## src/rtl/id_stage_pipe.sv

```systemverilog
// id_stage_pipe: registered RV32I decode stage with N-source forwarding, load-use interlock and valid/ready handshakes
module id_stage_pipe #(
    parameter int XLEN    = 32,
    parameter int NUM_FWD = 2,
    parameter int CNT_W   = 16
) (
    input  logic                      clk,
    input  logic                      rst_n,
    input  logic                      if_valid_i,
    input  logic [XLEN-1:0]           if_pc_i,
    input  logic [31:0]               if_inst_i,
    input  logic                      if_pred_jump_i,
    output logic                      id_ready_o,
    input  logic                      flush_i,
    output logic [4:0]                reg1_addr_o,
    output logic [4:0]                reg2_addr_o,
    input  logic [XLEN-1:0]           reg1_data_i,
    input  logic [XLEN-1:0]           reg2_data_i,
    input  logic [NUM_FWD-1:0]        fwd_wreg_i,
    input  logic [5*NUM_FWD-1:0]      fwd_wd_i,
    input  logic [XLEN*NUM_FWD-1:0]   fwd_wdata_i,
    input  logic [NUM_FWD-1:0]        fwd_pend_i,
    output logic                      ex_valid_o,
    input  logic                      ex_ready_i,
    output logic [XLEN-1:0]           ex_pc_o,
    output logic [2:0]                ex_aluop_o,
    output logic [4:0]                ex_alusel_o,
    output logic [XLEN-1:0]           ex_imm_o,
    output logic [XLEN-1:0]           ex_reg1_o,
    output logic [XLEN-1:0]           ex_reg2_o,
    output logic                      ex_wreg_o,
    output logic [4:0]                ex_wd_o,
    output logic                      ex_jump_o,
    output logic                      ex_is_load_o,
    output logic                      illegal_o,
    output logic [CNT_W-1:0]          stall_cnt_o
);
    localparam logic [6:0] OPC_OP     = 7'b0110011;
    localparam logic [6:0] OPC_OPIMM  = 7'b0010011;
    localparam logic [6:0] OPC_LOAD   = 7'b0000011;
    localparam logic [6:0] OPC_STORE  = 7'b0100011;
    localparam logic [6:0] OPC_BRANCH = 7'b1100011;
    localparam logic [6:0] OPC_LUI    = 7'b0110111;
    localparam logic [6:0] OPC_AUIPC  = 7'b0010111;
    localparam logic [6:0] OPC_JAL    = 7'b1101111;
    localparam logic [6:0] OPC_JALR   = 7'b1100111;

    // aluop is the instruction class; alusel selects the operation within it
    localparam logic [2:0] ALU_NOP    = 3'd0;
    localparam logic [2:0] ALU_ARITH  = 3'd1;
    localparam logic [2:0] ALU_LUI    = 3'd2;
    localparam logic [2:0] ALU_AUIPC  = 3'd3;
    localparam logic [2:0] ALU_JUMP   = 3'd4;
    localparam logic [2:0] ALU_BRANCH = 3'd5;
    localparam logic [2:0] ALU_LOAD   = 3'd6;
    localparam logic [2:0] ALU_STORE  = 3'd7;

    typedef enum logic {RUN, HAZ} state_t;

    typedef struct packed {
        logic [XLEN-1:0] pc;
        logic [2:0]      aluop;
        logic [4:0]      alusel;
        logic [XLEN-1:0] imm;
        logic [XLEN-1:0] reg1;
        logic [XLEN-1:0] reg2;
        logic            wreg;
        logic [4:0]      wd;
        logic            jump;
    } payload_t;

    payload_t         dec, pay_d, pay_q;
    state_t           state_d, state_q;
    logic             valid_d, valid_q;
    logic             illegal_d, illegal_q;
    logic [CNT_W-1:0] cnt_d, cnt_q;

    logic [6:0]  opcode;
    logic [2:0]  f3;
    logic [4:0]  rd, rs1, rs2;
    logic [31:0] imm_i, imm_s, imm_b, imm_u, imm_j, imm32;
    logic        r1_rd, r2_rd, unknown;
    logic        pend1, pend2, hazard, adv, accept;

    assign opcode = if_inst_i[6:0];
    assign f3     = if_inst_i[14:12];
    assign rd     = if_inst_i[11:7];
    assign rs1    = if_inst_i[19:15];
    assign rs2    = if_inst_i[24:20];
    assign imm_i  = {{20{if_inst_i[31]}}, if_inst_i[31:20]};
    assign imm_s  = {{20{if_inst_i[31]}}, if_inst_i[31:25], if_inst_i[11:7]};
    assign imm_b  = {{19{if_inst_i[31]}}, if_inst_i[31], if_inst_i[7], if_inst_i[30:25], if_inst_i[11:8], 1'b0};
    assign imm_u  = {if_inst_i[31:12], 12'b0};
    assign imm_j  = {{11{if_inst_i[31]}}, if_inst_i[31], if_inst_i[19:12], if_inst_i[20], if_inst_i[30:21], 1'b0};

    // Opcode decode: class, sub-op, immediate form and which registers are read
    always_comb begin
        dec.aluop  = ALU_NOP;
        dec.alusel = 5'd0;
        imm32      = 32'd0;
        r1_rd      = 1'b0;
        r2_rd      = 1'b0;
        dec.wreg   = 1'b0;
        unknown    = 1'b0;
        case (opcode)
            OPC_OP:     begin dec.aluop = ALU_ARITH; dec.alusel = {1'b0, if_inst_i[30], f3}; r1_rd = 1'b1; r2_rd = 1'b1; dec.wreg = 1'b1; end
            OPC_OPIMM:  begin dec.aluop = ALU_ARITH; dec.alusel = {1'b0, (f3 == 3'b101) & if_inst_i[30], f3}; imm32 = imm_i; r1_rd = 1'b1; dec.wreg = 1'b1; end
            OPC_LOAD:   begin dec.aluop = ALU_LOAD; dec.alusel = {2'b0, f3}; imm32 = imm_i; r1_rd = 1'b1; dec.wreg = 1'b1; end
            OPC_STORE:  begin dec.aluop = ALU_STORE; dec.alusel = {2'b0, f3}; imm32 = imm_s; r1_rd = 1'b1; r2_rd = 1'b1; end
            OPC_BRANCH: begin dec.aluop = ALU_BRANCH; dec.alusel = {2'b0, f3}; imm32 = imm_b; r1_rd = 1'b1; r2_rd = 1'b1; end
            OPC_LUI:    begin dec.aluop = ALU_LUI; imm32 = imm_u; dec.wreg = 1'b1; end
            OPC_AUIPC:  begin dec.aluop = ALU_AUIPC; imm32 = imm_u; dec.wreg = 1'b1; end
            OPC_JAL:    begin dec.aluop = ALU_JUMP; imm32 = imm_j; dec.wreg = 1'b1; end
            OPC_JALR:   begin dec.aluop = ALU_JUMP; dec.alusel = 5'd1; imm32 = imm_i; r1_rd = 1'b1; dec.wreg = 1'b1; end
            default:    unknown = 1'b1;
        endcase
        dec.imm  = XLEN'($signed(imm32));
        dec.wd   = dec.wreg ? rd : 5'd0;
        dec.pc   = if_pc_i;
        dec.jump = if_pred_jump_i;
    end

    assign reg1_addr_o = r1_rd ? rs1 : 5'd0;
    assign reg2_addr_o = r2_rd ? rs2 : 5'd0;

    // Operand resolution: scan channels oldest-first so the youngest match overwrites; x0 never forwards
    always_comb begin
        dec.reg1 = '0;
        dec.reg2 = '0;
        pend1    = 1'b0;
        pend2    = 1'b0;
        if (r1_rd && rs1 != 5'd0) begin
            dec.reg1 = reg1_data_i;
            for (int k = NUM_FWD - 1; k >= 0; k--)
                if (fwd_wreg_i[k] && fwd_wd_i[5*k +: 5] == rs1) begin
                    dec.reg1 = fwd_wdata_i[XLEN*k +: XLEN];
                    pend1    = fwd_pend_i[k];
                end
        end
        if (r2_rd && rs2 != 5'd0) begin
            dec.reg2 = reg2_data_i;
            for (int k = NUM_FWD - 1; k >= 0; k--)
                if (fwd_wreg_i[k] && fwd_wd_i[5*k +: 5] == rs2) begin
                    dec.reg2 = fwd_wdata_i[XLEN*k +: XLEN];
                    pend2    = fwd_pend_i[k];
                end
        end
    end

    assign hazard     = pend1 | pend2;
    assign adv        = ~valid_q | ex_ready_i;
    assign accept     = adv & if_valid_i & ~hazard & ~flush_i;
    assign id_ready_o = flush_i | (adv & ~hazard);

    // Next state: output register, illegal pulse, interlock FSM and saturating stall counter
    always_comb begin
        pay_d     = accept ? dec : pay_q;
        valid_d   = flush_i ? 1'b0 : (adv ? (if_valid_i & ~hazard) : valid_q);
        illegal_d = accept & unknown;
        state_d   = (state_q == RUN) ? ((if_valid_i & hazard & adv & ~flush_i) ? HAZ : RUN)
                                     : ((~hazard | flush_i) ? RUN : HAZ);
        cnt_d     = (state_q == HAZ && ~&cnt_q) ? cnt_q + 1'b1 : cnt_q;
    end

    // State registers; reset drops any held instruction
    always_ff @(posedge clk or negedge rst_n) begin
        if (!rst_n) begin
            pay_q     <= '0;
            valid_q   <= 1'b0;
            illegal_q <= 1'b0;
            state_q   <= RUN;
            cnt_q     <= '0;
        end else begin
            pay_q     <= pay_d;
            valid_q   <= valid_d;
            illegal_q <= illegal_d;
            state_q   <= state_d;
            cnt_q     <= cnt_d;
        end
    end

    assign ex_valid_o   = valid_q;
    assign ex_pc_o      = pay_q.pc;
    assign ex_aluop_o   = pay_q.aluop;
    assign ex_alusel_o  = pay_q.alusel;
    assign ex_imm_o     = pay_q.imm;
    assign ex_reg1_o    = pay_q.reg1;
    assign ex_reg2_o    = pay_q.reg2;
    assign ex_wreg_o    = pay_q.wreg;
    assign ex_wd_o      = pay_q.wd;
    assign ex_jump_o    = pay_q.jump;
    assign ex_is_load_o = pay_q.aluop == ALU_LOAD;
    assign illegal_o    = illegal_q;
    assign stall_cnt_o  = cnt_q;
endmodule

```

## config.mk

```make
export PLATFORM = sky130hd
export DESIGN_NAME = id_stage_pipe
export DESIGN_NICKNAME = d
export VERILOG_FILES = /design/src/rtl/id_stage_pipe.sv
export SDC_FILE = /design/constraint.sdc
export NUM_CORES = 1
export LEC_CHECK = 0
export BUFFER_PORTS_ARGS = -buffer_cell sky130_fd_sc_hd__buf_2
export CORE_AREA = 3 3 150 152
export DETAILED_ROUTE_END_ITERATION = 7
export DIE_AREA = 0 0 153 155
export PLACE_DENSITY_LB_ADDON = 0.08
export SYNTH_ARGS = -nofsm -noshare
export SYNTH_HDL_FRONTEND = slang
export SYNTH_SLANG_ARGS = --single-unit
```

## constraint.sdc

```tcl
create_clock -name clk -period 1.85 [get_ports clk]
set_input_delay 0.185 -clock clk [delete_from_list [all_inputs] [get_ports clk]]
set_output_delay 0.185 -clock clk [all_outputs]
set_load 0.02 [all_outputs]
```

Yosys cells after proc, flatten, opt, wreduce, memory -nomap -nowiden
Cells that the tools add are included.

operators by class
  add/sub/neg operators = 1
  equal/unequal tests = 15
  mux-type cells = 27
  bitwise logic cells = 17
  reduce and logical (&&, ||, !) cells = 21

operator list
  cell                   number
  $mux 32                6
  $pmux 32 s5            1
  $eq 7x6->1 const B     3
  $eq 7x7->1 const B     3
  $pmux 3 s7             1
  $eq 5x5->1             4
  $add 16x1->16 const B  1
  $pmux 4 s4             1
  $reduce_and 16->1      1
  $mux 1                 15
  $mux 5                 3
  $eq 7x5->1 const B     2
  $and 1x1->1            10
  $reduce_bool 5->1      2
  $reduce_or 3->1        3
  $reduce_or 9->1        1
  $eq 7x2->1 const B     1
  $logic_and 1x1->1      7
  $reduce_or 7->1        1
  $eq 3x3->1 const B     2
  $reduce_or 2->1        3
  $reduce_or 6->1        1
  $or 1x1->1             4
  $not 1->1              3
  2 further kinds        2

word-level totals
  register bits after elaboration = 162
  input bits = 212
  output and inout bits = 173
  logic and storage cells = 94

Depth between registers and ports, before layout
Gate-level depths: netlist (run 1).

  word-level depth = 11
  depth in mapped cells = 10
  mapped depth without buffers = 6

Worst setup path after synthesis (run 1)
Ideal clock, no wire load.

  path type = input to register
  from = input if_inst_i[20]
  to = register pay_q (netlist bit ex_pc_o[29])
  setup time = 0.125 ns
  data arrival time = 2.134 ns
  required time = 1.725 ns
  setup slack = -0.409 ns
  cell stages on the path = 9
  path buffers = 4
  cell sequence = buf_2 -> or4_1 -> o21ai_2 -> o21bai_1 -> o2111a_1 -> buf_2 -> buf_6 -> buf_6 -> mux2_4

between the ends
  cells in the longest elaborated chain, start to end = 9
  elaborated cells between the ends (all ways) = 13
  those cells by class = eq/ne: 2; mux: 3; bitwise: 4; reduce/logical: 4

ends and longest elaborated chain
  element                     RTL line  source
  start, declared             11        input logic [31:0] if_inst_i,
  $eq 5x5->1                  143       if (fwd_wreg_i[k] && fwd_wd_i[5*k +: 5] == rs2) begin
  $logic_and 1x1->1           143
  $mux 1 (2 in a row)         143
  $mux 1 *                    140       if (r2_rd && rs2 != 5'd0) begin
  $or 1x1->1 *                150       assign hazard = pend1 | pend2;
  $not 1->1 *                 152       assign accept = adv & if_valid_i & ~hazard & ~flush_i;
  $and 1x1->1 * (2 in a row)  152
  end signal, assigned        174       pay_q <= pay_d;
  end, declared               72        payload_t dec, pay_d, pay_q;

Mark *: on every way between the ends. The rest lies on a longest branch, timed or not.
A chain may end at the register's enable or synchronous reset.

Final worst setup path (run 1)
  from = input if_inst_i[24]
  to = register pay_q (netlist bit ex_aluop_o[2])

Same word-level chain as after synthesis.

==> results of run 1 <==
==> critical path, cell delays in order <==
cell and delay [ns]:
buf_2 0.12, buf_4 0.14, or4_4 0.49, o21ai_4 0.16
o21bai_4 0.15, o2111a_4 0.32, buf_12 0.19, clkbuf_16 0.19
mux2_4 0.30
==> where the power goes <==
group	switching (mW)	internal (mW)
Sequential	0.113	3.70
Clock	1.83	1.87
Combinational	0.984	0.978
==> final cells by class <==
class	count	share of cell area [%]
well taps	275	2.50
flip-flops and latches	161	29.3
inverters	41	1.12
clock inverters	15	1.48
multi-input cells	529	34.6
diodes	2	0.0363
repair buffers	538	27.9
clock buffers	17	3.09
==> stage by stage <==
stage | hold slack, ns | power [mW] | std cells
finish | 0.0272 | 9.48 | 1578
global route | 0.0244 | 9.86 | 1578
CTS | 0.00703 | 9.35 | 1559
detailed placement | 0.157 | 5.45 | 1472
global placement | 0.159 | 5.43 | 1472
floorplan | -0.111 | 4.65 | 784
==> registers in the layout (all words and copies together), names as in the netlist <==
register	flops
ex_aluop_o	3
ex_alusel_o	4
ex_imm_o	32
ex_jump_o	1
ex_pc_o	32
ex_reg1_o	32
ex_reg2_o	32
ex_valid_o	1
ex_wd_o	5
ex_wreg_o	1
illegal_o	1
stall_cnt_o	16
state_q	1
==> cell families (layout without fill, tap and decap cells) <==
logic type / Yosys count / count (layout)
multiplexers: 208 / 208
AND/OR/NAND/NOR: 164 / 164
flip-flops: 161 / 161
AO/OA/AOI/OAI: 120 / 120
buffers and inverters: 94 / 611
XOR/XNOR: 35 / 35
adder cells (fa/ha/maj): 1 / 1
other: 1 / 3
==> path summary, 6_finish.rpt <==
kind                            startpoint              end  slack (ns)  cells after the start
setup / recovery             if_inst_i[24]    ex_aluop_o[2]       -0.09                      9
min in group asynchronous            rst_n   stall_cnt_o[3]        0.25                      2
hold / removal               if_inst_i[29]      ex_imm_o[9]        0.03                      3
setup reg to reg                ex_valid_o    ex_aluop_o[2]           0                      7
hold reg to reg            stall_cnt_o[10]  stall_cnt_o[10]        0.49                      1
max in group asynchronous            rst_n    ex_reg1_o[22]        0.98                      3
==> per-layer routing <==
| layer | vias to the layer above | GRT usage, % | share of wire [%] |
|---|---|---|---|
| li1 | 3813 | - | - |
| met1 | 4004 | 33.3 | 42 |
| met2 | 330 | 44.0 | 49 |
| met3 | 54 | 6.23 | 5.8 |
| met4 | 4 | 7.34 | 2.5 |
| met5 | - | 0 | 0.086 |
==> timing repair <==
item                                    in CTS  in global routing
pin swaps                                    8                 12
cloned                                       8                  9
hold buffers                                39                  0
setup buffers                                9                  8
endpoints found under the setup margin     137                139
endpoints found under the hold margin       78                  0
resized for setup                           44                 82
==> layout by cell type, fill, tap and decap left out, types with 3 or more instances in the layout <==
master	count
mux2i_1	94
buf_12	18
a211oi_1	64
buf_2	376
xnor2_1	21
clkinv_8	7
buf_16	11
nand3_1	18
xor2_1	11
mux2_2	5
and2_1	13
and3_1	4
nor2_1	75
o21ai_4	3
buf_4	71
nor4_2	3
nand4_1	3
mux2i_4	3
a22o_1	4
nand2_1	26
dlygate4sd3_1	39
inv_1	41
a21oi_1	25
o21ai_0	5
mux2_4	104
buf_6	13
clkbuf_16	25
dfrtp_1	160
==> reports/metrics.cfg, run 1 <==
[synth]
synth_area_per_cell_um2 = 11.2
largest_family_of_logic_cells_by_synthesized_area = multiplexers
yosys.area.top_type_share_pct = 45.7
synth_cell_types = 51
synth_compound_area_share_pct = 9.75
synth_seq_area_share_pct = 45.7
yosys_warnings = 0
synth.top_cells.by_count = dfrtp_1 (161), mux2i_1 (99), nor2_1 (77), a211oi_1 (64), mux2_2 (63)
synth_top_area_cell = dfrtp_1
yosys.area_share.xor_xnor_pct = 3.48
synthAdderAreaFrac_pct = 0.142
edff_count_synth = 0
synthMostInstantiatedCell = dfrtp_1
synth-main-ff-cell = dfrtp_1
post_synth_mux_area_share_pct = 27.1
post_synthesis_share_of_cell_area_spent_on_and_or_nand_and_nor_gates_pct = 8.83
synthesis_stage_register_bit_count = 161
netlist_area_um2 = 8810
synthesized_nets = 997
async_reset_ff_share_pct = 100
synthCells = 784
synth.top_cells.by_area = dfrtp_1 (46%), mux2i_1 (11%), mux2_2 (8.0%), mux2_4 (7.8%), a211oi_1 (5.5%)

[global_route]
pin_count_of_the_biggest_net_entering_global_routing = 65
antenna_violations_before_repair = 4
first_global_vias = 8317
grtUsageTotal_pct = 25.9
grt_pass1_wl_um = 48400
grt_overflow = 0

[placed_design]
post-place-ws_ns = -0.704
detailed_place_hpwl_um = 22600
placedInstanceArea_um2 = 11700
io_buffers = 383
routabilityCongestion = 0.837

[cells_and_area]
multi_input_area_um2 = 4770
post-route-cell-area_um2 = 13800
layout-drive-gt1-share_pct = 51.7
final_util_pct = 65.1
final_nets = 1501
n_fill_cell = 1706
area.sequential_um2 = 4030
layout-area-overhead-vs-synth_pct = 56.3

[sta]
slew_headroom_pct = 55.8
worst_slack_ns = -0.0883
post_layout_min_period_ns = 1.94
report.final.slew_viol_count = 0
worst_slew_pin_slew_ns = 0.663
hold_viol_final = 0
setup_tns_ns = -4.53
fmax_ghz = 0.516
rsz0062_at_grt = true
finalSetupViolCount = 114
fin_crit_sh_pct = 105
clock-skew-final_ns = 0.0189

[route]
drt_first_iter_violations = 390
dr.pass1.iters = 5
routed-via-count = 8205
route.detailed.vias_per_inst = 5.20
ant_nets = 0
drc = 0
route.detailed.wl_per_inst_um = 20.6
finalWirelength_um = 32600

[floorplan]
die_w_um = 153
floorplan.core_area_um2 = 21200
dieArea_um2 = 23700
placement_rows = 53
io_pins = 385
initial_core_util_pct = 41.7
dieHeight_um = 155

[clock_network]
tritoncts_num_sinks = 161
cts.reportedPaths.clkPinSlew_ns = 0.08
cts_max_level = 4
cts-buffers-inserted = 17
clk-insertion-delay-late_ns = 0.43
cts_root_buf = clkbuf_16
cts_tree = yes
ctsLongestPathBuffers = 2

[worst_setup_path]
worst-setup-path-type = input port to flop
critPathCaptureType = flop
cp.required_ns = 2.16
worst-path-max-fanout = 8
worstSetupStartpointType = input port
arrival_ns = 2.25

[outcome]
run_status = complete, but fails checks
violations_in_the_final_reports = setup timing

[worst_hold_path]
worst_hold_path_type = input port to flop

[power_and_ir_drop]
power-per-cell-area_nw_per_um2 = 688
power_leakage_nw = 6.87
vdd.ir_drop.worst_v = 0.000541

[job]
maxCapViolations = 0

Note: power is estimated with default switching activity, not from simulation.
==> inputs of run 2 (changes only) <==
==> constraint.sdc (replaced) <==
create_clock -name clk -period 1.85 [get_ports clk]
set_input_delay 0.37 -clock clk [delete_from_list [all_inputs] [get_ports clk]]
set_output_delay 0.37 -clock clk [all_outputs]
set_load 0.02 [all_outputs]
==> run 2 against run 1 <==
  * The run still ends with setup timing left
  * Clock-buffer cell count unchanged
  * Non-clock buffer count down 18
  * Clock power hardly changed
  * Setup slack got worse by 0.41 ns
  * Cell area shrank 1.6%
  * Fmax down 18%
  * Die area stayed put
  * Via count decreased by 1.9%
  * Combinational power shrank 3%
  * Critical path type unchanged
  * Critical endpoint is now ex_reg2_o[15]
  * Largest power group unchanged
==> reports/metrics.cfg, run 2 (synthesis results as in run 1) <==
[outcome]
run_status = complete, but fails checks
violations_in_the_final_reports = setup timing

[worst_setup_path]
worst-path-max-fanout = 5  ; -3
path_cells = buf_8 -> xor2_2 -> nor4_2 -> buf_4 -> nand3_4 -> mux2i_4 -> buf_6 -> o2111a_4 -> buf_12 -> buf_12 -> clkbuf_16 -> mux2_4
regToRegStartpoint = ex_valid_o
r2r_end = ex_pc_o[12]
arrival_ns = 2.66  ; +0.41 ns
critPathCaptureType = flop
number_of_cells_on_the_worst_reg_to_reg_path = 8  ; +1
cpMostUsedCell = buf_12
cp.required_ns = 2.16  ; about the same
slowest_delay_ns = 0.33  ; -0.16 ns
worst-setup-path-type = input port to flop
worstSetupStartpointType = input port
reg2reg_slack_ns = 0.03  ; +0.03 ns
slowest_stage = o2111a_4
cp_num_buf_inv = 6  ; +2
timing.critical_path.max_delay_family = buffers and inverters

[sta]
hold_viol_final = 0  ; unchanged
worst_slack_ns = -0.501  ; -0.413 ns
setup_tns_ns = -58.89  ; -54.35 ns
worst_slew_pin_slew_ns = 0.529  ; -0.134 ns
report.final.slew_viol_count = 0  ; unchanged
clock-skew-final_ns = 0.0198  ; +0.000846 ns
fin_crit_sh_pct = 127  ; +22 points
fmax_ghz = 0.425  ; -18%
rsz0062_at_grt = true
finalSetupViolCount = 148  ; +30%
slew_headroom_pct = 64.8  ; +9.0 points
post_layout_min_period_ns = 2.35  ; +0.413 ns

[clock_network]
cts_max_level = 4  ; unchanged
cts-buffers-inserted = 17  ; unchanged
cts_tree = yes
clk-insertion-delay-late_ns = 0.43  ; about the same
ctsLongestPathBuffers = 2  ; unchanged
tritoncts_num_sinks = 161  ; unchanged
cts_root_buf = clkbuf_16
cts.reportedPaths.clkPinSlew_ns = 0.07  ; about the same

[placed_design]
io_buffers = 383  ; unchanged
post-place-ws_ns = -0.781  ; -0.0762 ns
routabilityCongestion = 0.840  ; +0.29%
detailed_place_hpwl_um = 22700  ; +0.18%

[cells_and_area]
layout.cells.most_common = buf_2
final_nets = 1483  ; -1.2%
antenna_cells_inserted = 0  ; -2
final_util_pct = 64.1  ; -1.0 points
n_fill_cell = 1750  ; +2.6%
layout-drive-gt1-share_pct = 54.1  ; +2.4 points
layout-area-overhead-vs-synth_pct = 53.9
most-common-layout-cells = buf_2 (365), dfrtp_1 (160), mux2i_1 (98)
multi_input_area_um2 = 4640  ; -2.7%
area.sequential_um2 = 4030  ; unchanged

[route]
dr.pass1.iters = 5  ; unchanged
ant_nets = 0  ; unchanged
routed-via-count = 8052  ; -1.9%
route.detailed.vias_per_inst = 5.17  ; -0.60%
finalWirelength_um = 32100  ; -1.3%
drt_first_iter_violations = 406  ; +4.1%
drc = 0  ; unchanged
route.detailed.wl_per_inst_um = 20.6  ; about the same

[global_route]
antenna_violations_before_repair = 1  ; -3
grt_overflow = 0  ; unchanged
first_global_vias = 8269  ; -0.58%
pin_count_of_the_biggest_net_entering_global_routing = 65  ; unchanged
grtUsageTotal_pct = 25.9  ; -0.026 points
grt_pass1_wl_um = 48300  ; -0.20%

[worst_hold_path]
worst_hold_path_type = input port to flop
worstHoldEndpoint = ex_valid_o
worst_hold_startpoint = flush_i
holdPathStages = 2  ; -1

[floorplan]
dieArea_um2 = 23700  ; unchanged
placement_rows = 53  ; unchanged
die_w_um = 153  ; unchanged
dieHeight_um = 155  ; unchanged
initial_core_util_pct = 41.7  ; unchanged
floorplan.core_area_um2 = 21200  ; unchanged
io_pins = 385  ; unchanged

[power_and_ir_drop]
vdd.ir_drop.worst_v = 0.000587  ; +8.5%
power-per-cell-area_nw_per_um2 = 696  ; +1.1%
design_power_total_mw = 9.43  ; -0.48%
power_leakage_nw = 6.75  ; -1.7%

[job]
maxCapViolations = 0  ; unchanged

-- run 2: cell count changes in the layout (fill, tap and decap cells not counted), moves of 3 or more --
cell           change
and2_1             -5
mux2_4            -34
dlygate4sd3_1     -38
clkbuf_16          -4
inv_8              +3
buf_12             +8
mux2i_1            +4
buf_2             -11
buf_4              +7
buf_6             +14
buf_8              +7
mux2_2            +34
and2_4             +5
-- run 2: per-layer routing --
layer  GRT usage, %  part of all wire (%)  vias up
met2           44.0                    50      337
li1               -                     -     3767
met4           7.51                   2.1        2
met1           33.5                    41     3906
met3           5.65                   6.7       40
met5              0                 0.040        -
-- run 2: stage by stage --
| stage | std cells | hold WS [ns] | instance area [µm²] |
|---|---|---|---|
| after global placement | 1484 | 0.295 | 11800 |
| final | 1558 | 0.144 | 13600 |
| after detailed placement | 1484 | 0.291 | 11800 |
| after CTS | 1552 | 0.114 | 13200 |
| after floorplan | 784 | 0.0744 | 8890 |
| after global routing | 1558 | 0.142 | 13600 |
-- run 2: cell type report --
| class | count | area share, % |
|---|---|---|
| timing repair buffer | 520 | 27.7 |
| sequential | 161 | 29.7 |
| inverter | 41 | 1.13 |
| clock inverter | 15 | 1.54 |
| clock buffer | 17 | 3.14 |
| tap | 275 | 2.54 |
| multi-input combinational | 529 | 34.2 |
-- run 2: worst max path at each step --
| stage | slack, ns | from | endpoint | cells after the start |
|---|---|---|---|---|
| after floorplan | -0.46 | if_inst_i[3] | ex_pc_o[29] | 10 |
| after global placement | -0.76 | if_inst_i[16] | ex_reg1_o[15] | 9 |
| after detailed placement | -0.78 | if_inst_i[16] | ex_imm_o[5] | 10 |
| after CTS | -0.43 | if_inst_i[18] | id_ready_o | 10 |
| after global routing | -0.53 | fwd_wd_i[1] | ex_reg2_o[15] | 12 |
| final | -0.50 | fwd_wd_i[1] | ex_reg2_o[15] | 12 |
-- run 2: report_power, final --
part | internal [mW] | leakage (nW) | total (mW) | switching, mW
Combinational | 0.926 | 4.28 | 1.90 | 0.972
Clock | 1.98 | 0.304 | 3.73 | 1.75
Sequential | 3.70 | 2.16 | 3.81 | 0.105
-- run 2: timing repair --
action / 4_1_cts / 5_1_grt
hold buffers: 1 / 0
endpoints found under the hold margin: 27 / 0
cloned: 13 / 4
setup buffers: 23 / 9
pin swaps: 10 / 17
setup endpoints to repair: 153 / 156
resized for setup: 59 / 76
